$ cat src/rtl/sort_accel.sv
// rtl/sort_accel.sv - in-memory bubble sort engine with CPU register slave and SDRAM master
module sort_accel #(
  parameter int DATA_W = 32,
  parameter int ADDR_W = 32,
  parameter int LEN_W  = 16
) (
  input  logic              clk,
  input  logic              rst_n,
  input  logic [2:0]        slave_address,
  input  logic              slave_read,
  output logic [31:0]       slave_readdata,
  input  logic              slave_write,
  input  logic [31:0]       slave_writedata,
  output logic              slave_waitrequest,
  output logic [ADDR_W-1:0] master_address,
  output logic              master_read,
  input  logic [DATA_W-1:0] master_readdata,
  output logic              master_write,
  output logic [DATA_W-1:0] master_writedata,
  input  logic              master_waitrequest,
  output logic              irq
);
  localparam int BYTES = DATA_W / 8;
  localparam int SHIFT = $clog2(BYTES);

  localparam logic [2:0] S_IDLE    = 3'd0;
  localparam logic [2:0] S_LOAD1   = 3'd1;
  localparam logic [2:0] S_LOAD2   = 3'd2;
  localparam logic [2:0] S_CMP     = 3'd3;
  localparam logic [2:0] S_SWITCH1 = 3'd4;
  localparam logic [2:0] S_SWITCH2 = 3'd5;
  localparam logic [2:0] S_NEXT    = 3'd6;
  localparam logic [2:0] S_DONE    = 3'd7;

  logic [2:0]        r_state;
  logic [ADDR_W-1:0] r_base;
  logic [LEN_W-1:0]  r_len;
  logic [LEN_W-1:0]  r_i;
  logic [LEN_W-1:0]  r_limit;
  logic [DATA_W-1:0] r_d1;
  logic [DATA_W-1:0] r_d2;
  logic              r_desc;
  logic              r_signed;
  logic              r_done;
  logic              r_pass_swap;
  logic              r_cur_swap;
  logic [31:0]       r_swaps;
  logic [31:0]       r_passes;
  logic [31:0]       r_readdata;

  logic              w_busy;
  logic              w_ctrl_wr;
  logic              w_start_ok;
  logic [LEN_W-1:0]  w_i_next;
  logic              w_pass_end;
  logic [LEN_W-1:0]  w_idx;
  logic [ADDR_W-1:0] w_addr;
  logic              w_rd;
  logic              w_wr;
  logic              w_gt;
  logic              w_lt;
  logic              w_swap;
  logic [31:0]       w_rdata;

  assign w_busy     = (r_state != S_IDLE);
  assign w_ctrl_wr  = slave_write && (slave_address == 3'd0);
  assign w_start_ok = w_ctrl_wr && slave_writedata[0] &&
                      ((r_state == S_IDLE) || (r_state == S_DONE));
  // A CTRL write is held off for the whole run and let through in DONE.
  assign slave_waitrequest = w_ctrl_wr && w_busy && (r_state != S_DONE);

  assign w_i_next   = r_i + LEN_W'(1);
  assign w_pass_end = (w_i_next == r_limit);

  assign w_rd = (r_state == S_LOAD1) || (r_state == S_LOAD2);
  assign w_wr = (r_state == S_SWITCH1) || (r_state == S_SWITCH2);

  always_comb begin
    w_idx = '0;
    case (r_state)
      S_LOAD2, S_SWITCH2: w_idx = w_i_next;
      S_SWITCH1:          w_idx = r_i;
      default:            w_idx = '0;
    endcase
  end

  assign w_addr = r_base + (ADDR_W'(w_idx) << SHIFT);

  // Strobes and address derive from state only, so they hold while stalled
  // and drop as soon as reset forces IDLE.
  assign master_address   = (w_rd || w_wr) ? w_addr : '0;
  assign master_read      = w_rd;
  assign master_write     = w_wr;
  assign master_writedata = (r_state == S_SWITCH1) ? r_d2 :
                            (r_state == S_SWITCH2) ? r_d1 : '0;

  assign w_gt   = r_signed ? ($signed(r_d1) > $signed(r_d2)) : (r_d1 > r_d2);
  assign w_lt   = r_signed ? ($signed(r_d1) < $signed(r_d2)) : (r_d1 < r_d2);
  assign w_swap = r_desc ? w_lt : w_gt;

  always_comb begin
    w_rdata = '0;
    case (slave_address)
      3'd1:    w_rdata = 32'(r_base);
      3'd2:    w_rdata = 32'(r_len);
      3'd3:    w_rdata = {30'd0, r_done, w_busy};
      3'd4:    w_rdata = r_swaps;
      3'd5:    w_rdata = r_passes;
      default: w_rdata = '0;
    endcase
  end

  assign slave_readdata = r_readdata;
  assign irq            = r_done;

  always_ff @(posedge clk or negedge rst_n) begin
    if (!rst_n) begin
      r_state     <= S_IDLE;
      r_base      <= '0;
      r_len       <= '0;
      r_i         <= '0;
      r_limit     <= '0;
      r_d1        <= '0;
      r_d2        <= '0;
      r_desc      <= 1'b0;
      r_signed    <= 1'b0;
      r_done      <= 1'b0;
      r_pass_swap <= 1'b0;
      r_cur_swap  <= 1'b0;
      r_swaps     <= '0;
      r_passes    <= '0;
      r_readdata  <= '0;
    end else begin
      if (slave_read)
        r_readdata <= w_rdata;
      if (slave_write && (slave_address == 3'd1))
        r_base <= slave_writedata[ADDR_W-1:0];
      if (slave_write && (slave_address == 3'd2))
        r_len <= slave_writedata[LEN_W-1:0];
      if (slave_write && (slave_address == 3'd3) && slave_writedata[1])
        r_done <= 1'b0;

      case (r_state)
        S_LOAD1: begin
          if (!master_waitrequest) begin
            r_d1    <= master_readdata;
            r_state <= S_LOAD2;
          end
        end
        S_LOAD2: begin
          if (!master_waitrequest) begin
            r_d2    <= master_readdata;
            r_state <= S_CMP;
          end
        end
        S_CMP: begin
          r_cur_swap <= w_swap;
          if (w_swap) begin
            r_pass_swap <= 1'b1;
            r_state     <= S_SWITCH1;
          end else begin
            r_state <= S_NEXT;
          end
        end
        S_SWITCH1: begin
          if (!master_waitrequest)
            r_state <= S_SWITCH2;
        end
        S_SWITCH2: begin
          if (!master_waitrequest) begin
            if (r_swaps != 32'hFFFF_FFFF)
              r_swaps <= r_swaps + 32'd1;
            r_state <= S_NEXT;
          end
        end
        S_NEXT: begin
          // a[i+1] now holds the larger-ranked value: d1 after a swap, else d2.
          if (!r_cur_swap)
            r_d1 <= r_d2;
          r_i <= w_i_next;
          if (w_pass_end) begin
            r_passes <= r_passes + 32'd1;
            if (!r_pass_swap || (r_limit == LEN_W'(1))) begin
              r_state <= S_DONE;
            end else begin
              r_limit     <= r_limit - LEN_W'(1);
              r_i         <= '0;
              r_pass_swap <= 1'b0;
              r_state     <= S_LOAD1;
            end
          end else begin
            r_state <= S_LOAD2;
          end
        end
        S_DONE: begin
          r_done  <= 1'b1;
          r_state <= S_IDLE;
        end
        default: r_state <= S_IDLE;
      endcase

      if (w_start_ok) begin
        r_desc      <= slave_writedata[1];
        r_signed    <= slave_writedata[2];
        r_done      <= 1'b0;
        r_swaps     <= '0;
        r_passes    <= '0;
        r_i         <= '0;
        r_limit     <= r_len - LEN_W'(1);
        r_pass_swap <= 1'b0;
        r_cur_swap  <= 1'b0;
        r_state     <= (r_len < LEN_W'(2)) ? S_DONE : S_LOAD1;
      end
    end
  end
endmodule
$ cat config.mk
export PLATFORM = sky130hd
export DESIGN_NAME = sort_accel
export DESIGN_NICKNAME = d
export VERILOG_FILES = /design/src/rtl/sort_accel.sv
export SDC_FILE = /design/constraint.sdc
export NUM_CORES = 1
export LEC_CHECK = 0
export CORE_MARGIN = 2
export CORE_UTILIZATION = 40
export DETAILED_ROUTE_END_ITERATION = 10
export PLACE_DENSITY = 0.59
export SKIP_CTS_REPAIR_TIMING = 1
export SYNTH_ARGS = -nofsm -noshare
export SYNTH_HDL_FRONTEND = slang
export SYNTH_SLANG_ARGS = --single-unit
$ cat constraint.sdc
create_clock -name clk -period 5.2 [get_ports clk]
set_input_delay 0.52 -clock clk [delete_from_list [all_inputs] [get_ports clk]]
set_output_delay 0.52 -clock clk [all_outputs]
set_load 0.01 [all_outputs]
==> impl_metrics.py <==
metrics = {
    "worst_setup_path": {
        "critical_path_type": "flop to output pin",
        "crit_path_max_fanout": 10,
        "worst-endpoint-required_ps": 4680,
        "highest_delay_cell_along_the_critical_path": "sky130_fd_sc_hd__clkdlybuf4s50_1",
        "critPathArrivalTime_ps": 4540,
        "critical_path.max_stage_delay_ps": 560,
        "critical_path.most_common_cell": "sky130_fd_sc_hd__buf_4",
        "critical_path.cell_chain": "ha_1 > buf_4 > nand3_1 > xor2_1 > o21ai_0 > ha_2 > or2_2 > a21oi_1 > nor3_2 > o31ai_1 > buf_4 > a21oi_4 > and3_1 > mux2i_1 > clkdlybuf4s50_1",
        "critical_path.startpoint_type": "flop",
        "worst_setup_path_end_kind": "output pin",
    },
    "floorplan": {
        "floorplan.die.height_um": 202,
        "dieWidth_um": 202,
        "fp-row-count": 72,
        "die_area_sq_um": 40800,
        "io-pin-count": 172,
        "coreArea_sq_um": 38600,
        "floorplan.initialDensity": 0.406,
    },
    "final_layout": {
        "finish.cell_count_without_fillers": 2458,
        "layout.cell_area.non_filler_sq_um": 19200,
        "final_layout_size_suffix_gt1_frac": 0.115,
        "areaGrowthSynthToFinish_pct": 22.0,
        "nets": 2044,
        "layout.core_utilization": 0.496,
        "fill_cells": 3631,
    },
    "logic_synthesis": {
        "synth.largest_area_cell": "sky130_fd_sc_hd__dfrtp_1",
        "ys_top_cells_by_count": "sky130_fd_sc_hd__dfrtp_1, sky130_fd_sc_hd__nand2_1, sky130_fd_sc_hd__nor2_1",
        "share_of_the_synthesized_area_in_the_top_cell_type": 0.395,
        "avgSynthCellArea_sq_um": 8.84,
        "synthTopCellsByArea": "sky130_fd_sc_hd__dfrtp_1, sky130_fd_sc_hd__mux2_2, sky130_fd_sc_hd__mux2i_1",
        "synth-adder-area-share": 0.0443,
        "ys.flop_type": "sky130_fd_sc_hd__dfrtp_1",
        "number_of_standard_cells_after_synthesis": 1776,
        "syn_nets": 1903,
        "muxShareOfSynthArea": 0.102,
        "edff_count_synth": 0,
        "synthMostInstantiatedCell": "sky130_fd_sc_hd__dfrtp_1",
        "post_synth_xor_area_fraction": 0.0452,
        "post_synth_and_or_nand_nor_area_fraction": 0.196,
        "yosys_register_bits": 248,
        "synth-compound-area-share": 0.167,
        "synthesis.yosys.warnings": 0,
        "synth_top_family_by_area": "simple AND/OR/NAND/NOR gates",
        "async_set_reset_flop_share_out_of_synthesis": 1.00,
        "netlist_area_sq_um": 15700,
        "yosysSeqAreaShare": 0.395,
        "number_of_unique_standard_cell_types_used_by_synthesis": 71,
    },
    "detailed_routing": {
        "drtPass1Iterations": 6,
        "routed-via-count": 14000,
        "routed_len_inst_um": 19.6,
        "route.detailed.drc": 0,
        "drt-vias-per-instance": 5.68,
        "drt_first_iter_violations": 986,
        "drt-total-wl_um": 48200,
        "detail-route-antenna-nets": 0,
    },
    "power": {
        "vdd_ir_drop_max_v": 0.000319,
        "p_seq_frac": 0.340,
        "leakagePower_nw": 8.02,
        "power_per_cell_area_nw_per_um2": 517,
        "design_power_total_mw": 9.90,
        "swShare": 0.409,
        "clockPowerShare": 0.213,
        "p_int_mw": 5.85,
        "pwr-share-comb": 0.446,
        "switching_power_mw": 4.05,
    },
    "clock_tree": {
        "cts_inserted_buffers": 30,
        "max-clock-path-buffers": 3,
        "clock_tree_from_tritoncts": "yes",
        "cts.sink_count": 248,
        "clockRootBuffer": "sky130_fd_sc_hd__clkbuf_16",
        "clock_pin_slew_reported_for_the_worst_setup_and_hold_paths_after_clock_tree_synthesis_ps": 60,
        "htreeDepth": 1,
        "worstSkewPairLatency_ps": 570,
    },
    "global_routing": {
        "grt_first_pass_wirelength_um": 75700,
        "antenna_violations_before_repair": 4,
        "grt_start_max_net_pins": 113,
        "grtUsageTotal": 0.231,
        "first_global_vias": 13200,
        "total_global_routing_overflow": 0,
    },
    "sta": {
        "max_slew_margin": 0.165,
        "setup-violations-final": 0,
        "fmax_mhz": 198,
        "min_period_over_period": 0.973,
        "worstMarginPinSlew_ps": 1250,
        "grt_setup_unrepaired": "yes",
        "hold_violations": 0,
        "fin_worst_skew_ps": 25.2,
        "slew_viol_final": 0,
        "post-route-min-period_ps": 5060,
    },
    "placement": {
        "io_buffer_count": 171,
        "routabilityCongestion": 0.918,
        "hpwlAfterDp_um": 34800,
        "place_area_sq_um": 18000,
        "placed_cells": 2400,
    },
    "outcome": {
        "status": "completed",
    },
    "run": {
        "drv_cap": 0,
    },
    "min_path": {
        "min-delay-path-class": "primary input to async pin",
    },
}
layout make-up:
type                            count  area [sq um]  area share
Tap cell                          518           648      0.0338
Inverter                           93           349      0.0182
Sequential cell                   248          6210       0.324
Multi-Input combinational cell   1323          8850       0.462
Clock inverter                      8          93.8     0.00490
Timing Repair Buffer              221          2090       0.109
Clock buffer                       44           895      0.0467
Antenna cell                        3          7.51    0.000392
metal layers:
layer / share of wire / GRT usage / wire length [um]
met3: 0.056 / 0.0321 / 2680
met5: 0.00029 / 0 / 14
met1: 0.45 / 0.324 / 21800
met4: 0.024 / 0.0633 / 1160
met2: 0.47 / 0.373 / 22500
final timing paths:
check	startpoint	to	slack (ps)	cells after the start
worst min register to register	r_signed	r_signed	490	2
min in group clk	slave_address[0]	r_base[1]	460	4
worst max register to register	r_i[10]	r_limit[7]	1360	8
worst min-delay path	rst_n	r_swaps[26]	5	1
worst max-delay path	r_i[0]	master_address[31]	140	15
max in group asynchronous	rst_n	r_i[0]	3820	2
state kept, by name, indices dropped and copies added, names as in the netlist, 3 cells and up:
name and cells:
r_base 32, r_d1 32, r_d2 32, r_i 16, r_len 16, r_limit 16
r_passes 32, r_state 3, r_swaps 32, slave_readdata 32
worst max-delay path, delay by kind of cell (launching register included):
kind                     cells  cell delay (ps)
adder cells (fa/ha/maj)      2              620
buffers and inverters        3              960
AO/OA/AOI/OAI                4              890
flip-flops                   1              450
AND/OR/NAND/NOR              4              710
XOR/XNOR                     1              180
multiplexers                 1              160
per-stage QoR:
step	TNS (ps)	setup slack, ps	hold slack [ps]
final	0	141	5.12
after CTS	-4590	-479	91.4
after global placement	0	220	477
after detailed placement	0	160	484
after global routing	-85.5	-48.0	94.2
after floorplan	0	494	224
power groups by stage:
| stage | sequential, mW | combinational, mW | clock [mW] |
|---|---|---|---|
| after floorplan | 3.06 | 2.97 | 0 |
| after global placement | 3.35 | 4.29 | 0 |
| after detailed placement | 3.38 | 4.36 | 0 |
| after CTS | 3.35 | 4.39 | 2.16 |
| after global routing | 3.47 | 4.92 | 2.23 |
| final | 3.37 | 4.42 | 2.11 |
placed cells by master, fill, tap and decap left out, types with 34 or more instances in the layout:
cell type / instances
sky130_fd_sc_hd__nand2_1: 171
sky130_fd_sc_hd__nand3_1: 48
sky130_fd_sc_hd__o21ai_0: 117
sky130_fd_sc_hd__mux2i_1: 77
sky130_fd_sc_hd__nand4_1: 36
sky130_fd_sc_hd__clkdlybuf4s50_1: 167
sky130_fd_sc_hd__inv_1: 92
sky130_fd_sc_hd__ha_1: 52
sky130_fd_sc_hd__dfrtp_1: 242
sky130_fd_sc_hd__mux2_2: 74
sky130_fd_sc_hd__xor2_1: 38
sky130_fd_sc_hd__xnor2_1: 43
sky130_fd_sc_hd__nor2_1: 158
sky130_fd_sc_hd__o22ai_1: 34
sky130_fd_sc_hd__buf_4: 48
sky130_fd_sc_hd__a31oi_1: 37
sky130_fd_sc_hd__a21oi_1: 79
kinds of logic after synthesis:
family / Yosys count
compound gates: 419
xor+xnor: 81
fa+ha+maj: 55
flops: 248
simple gates: 617
mux: 151
buf+inv: 205
(Power assumes the default switching activity.)
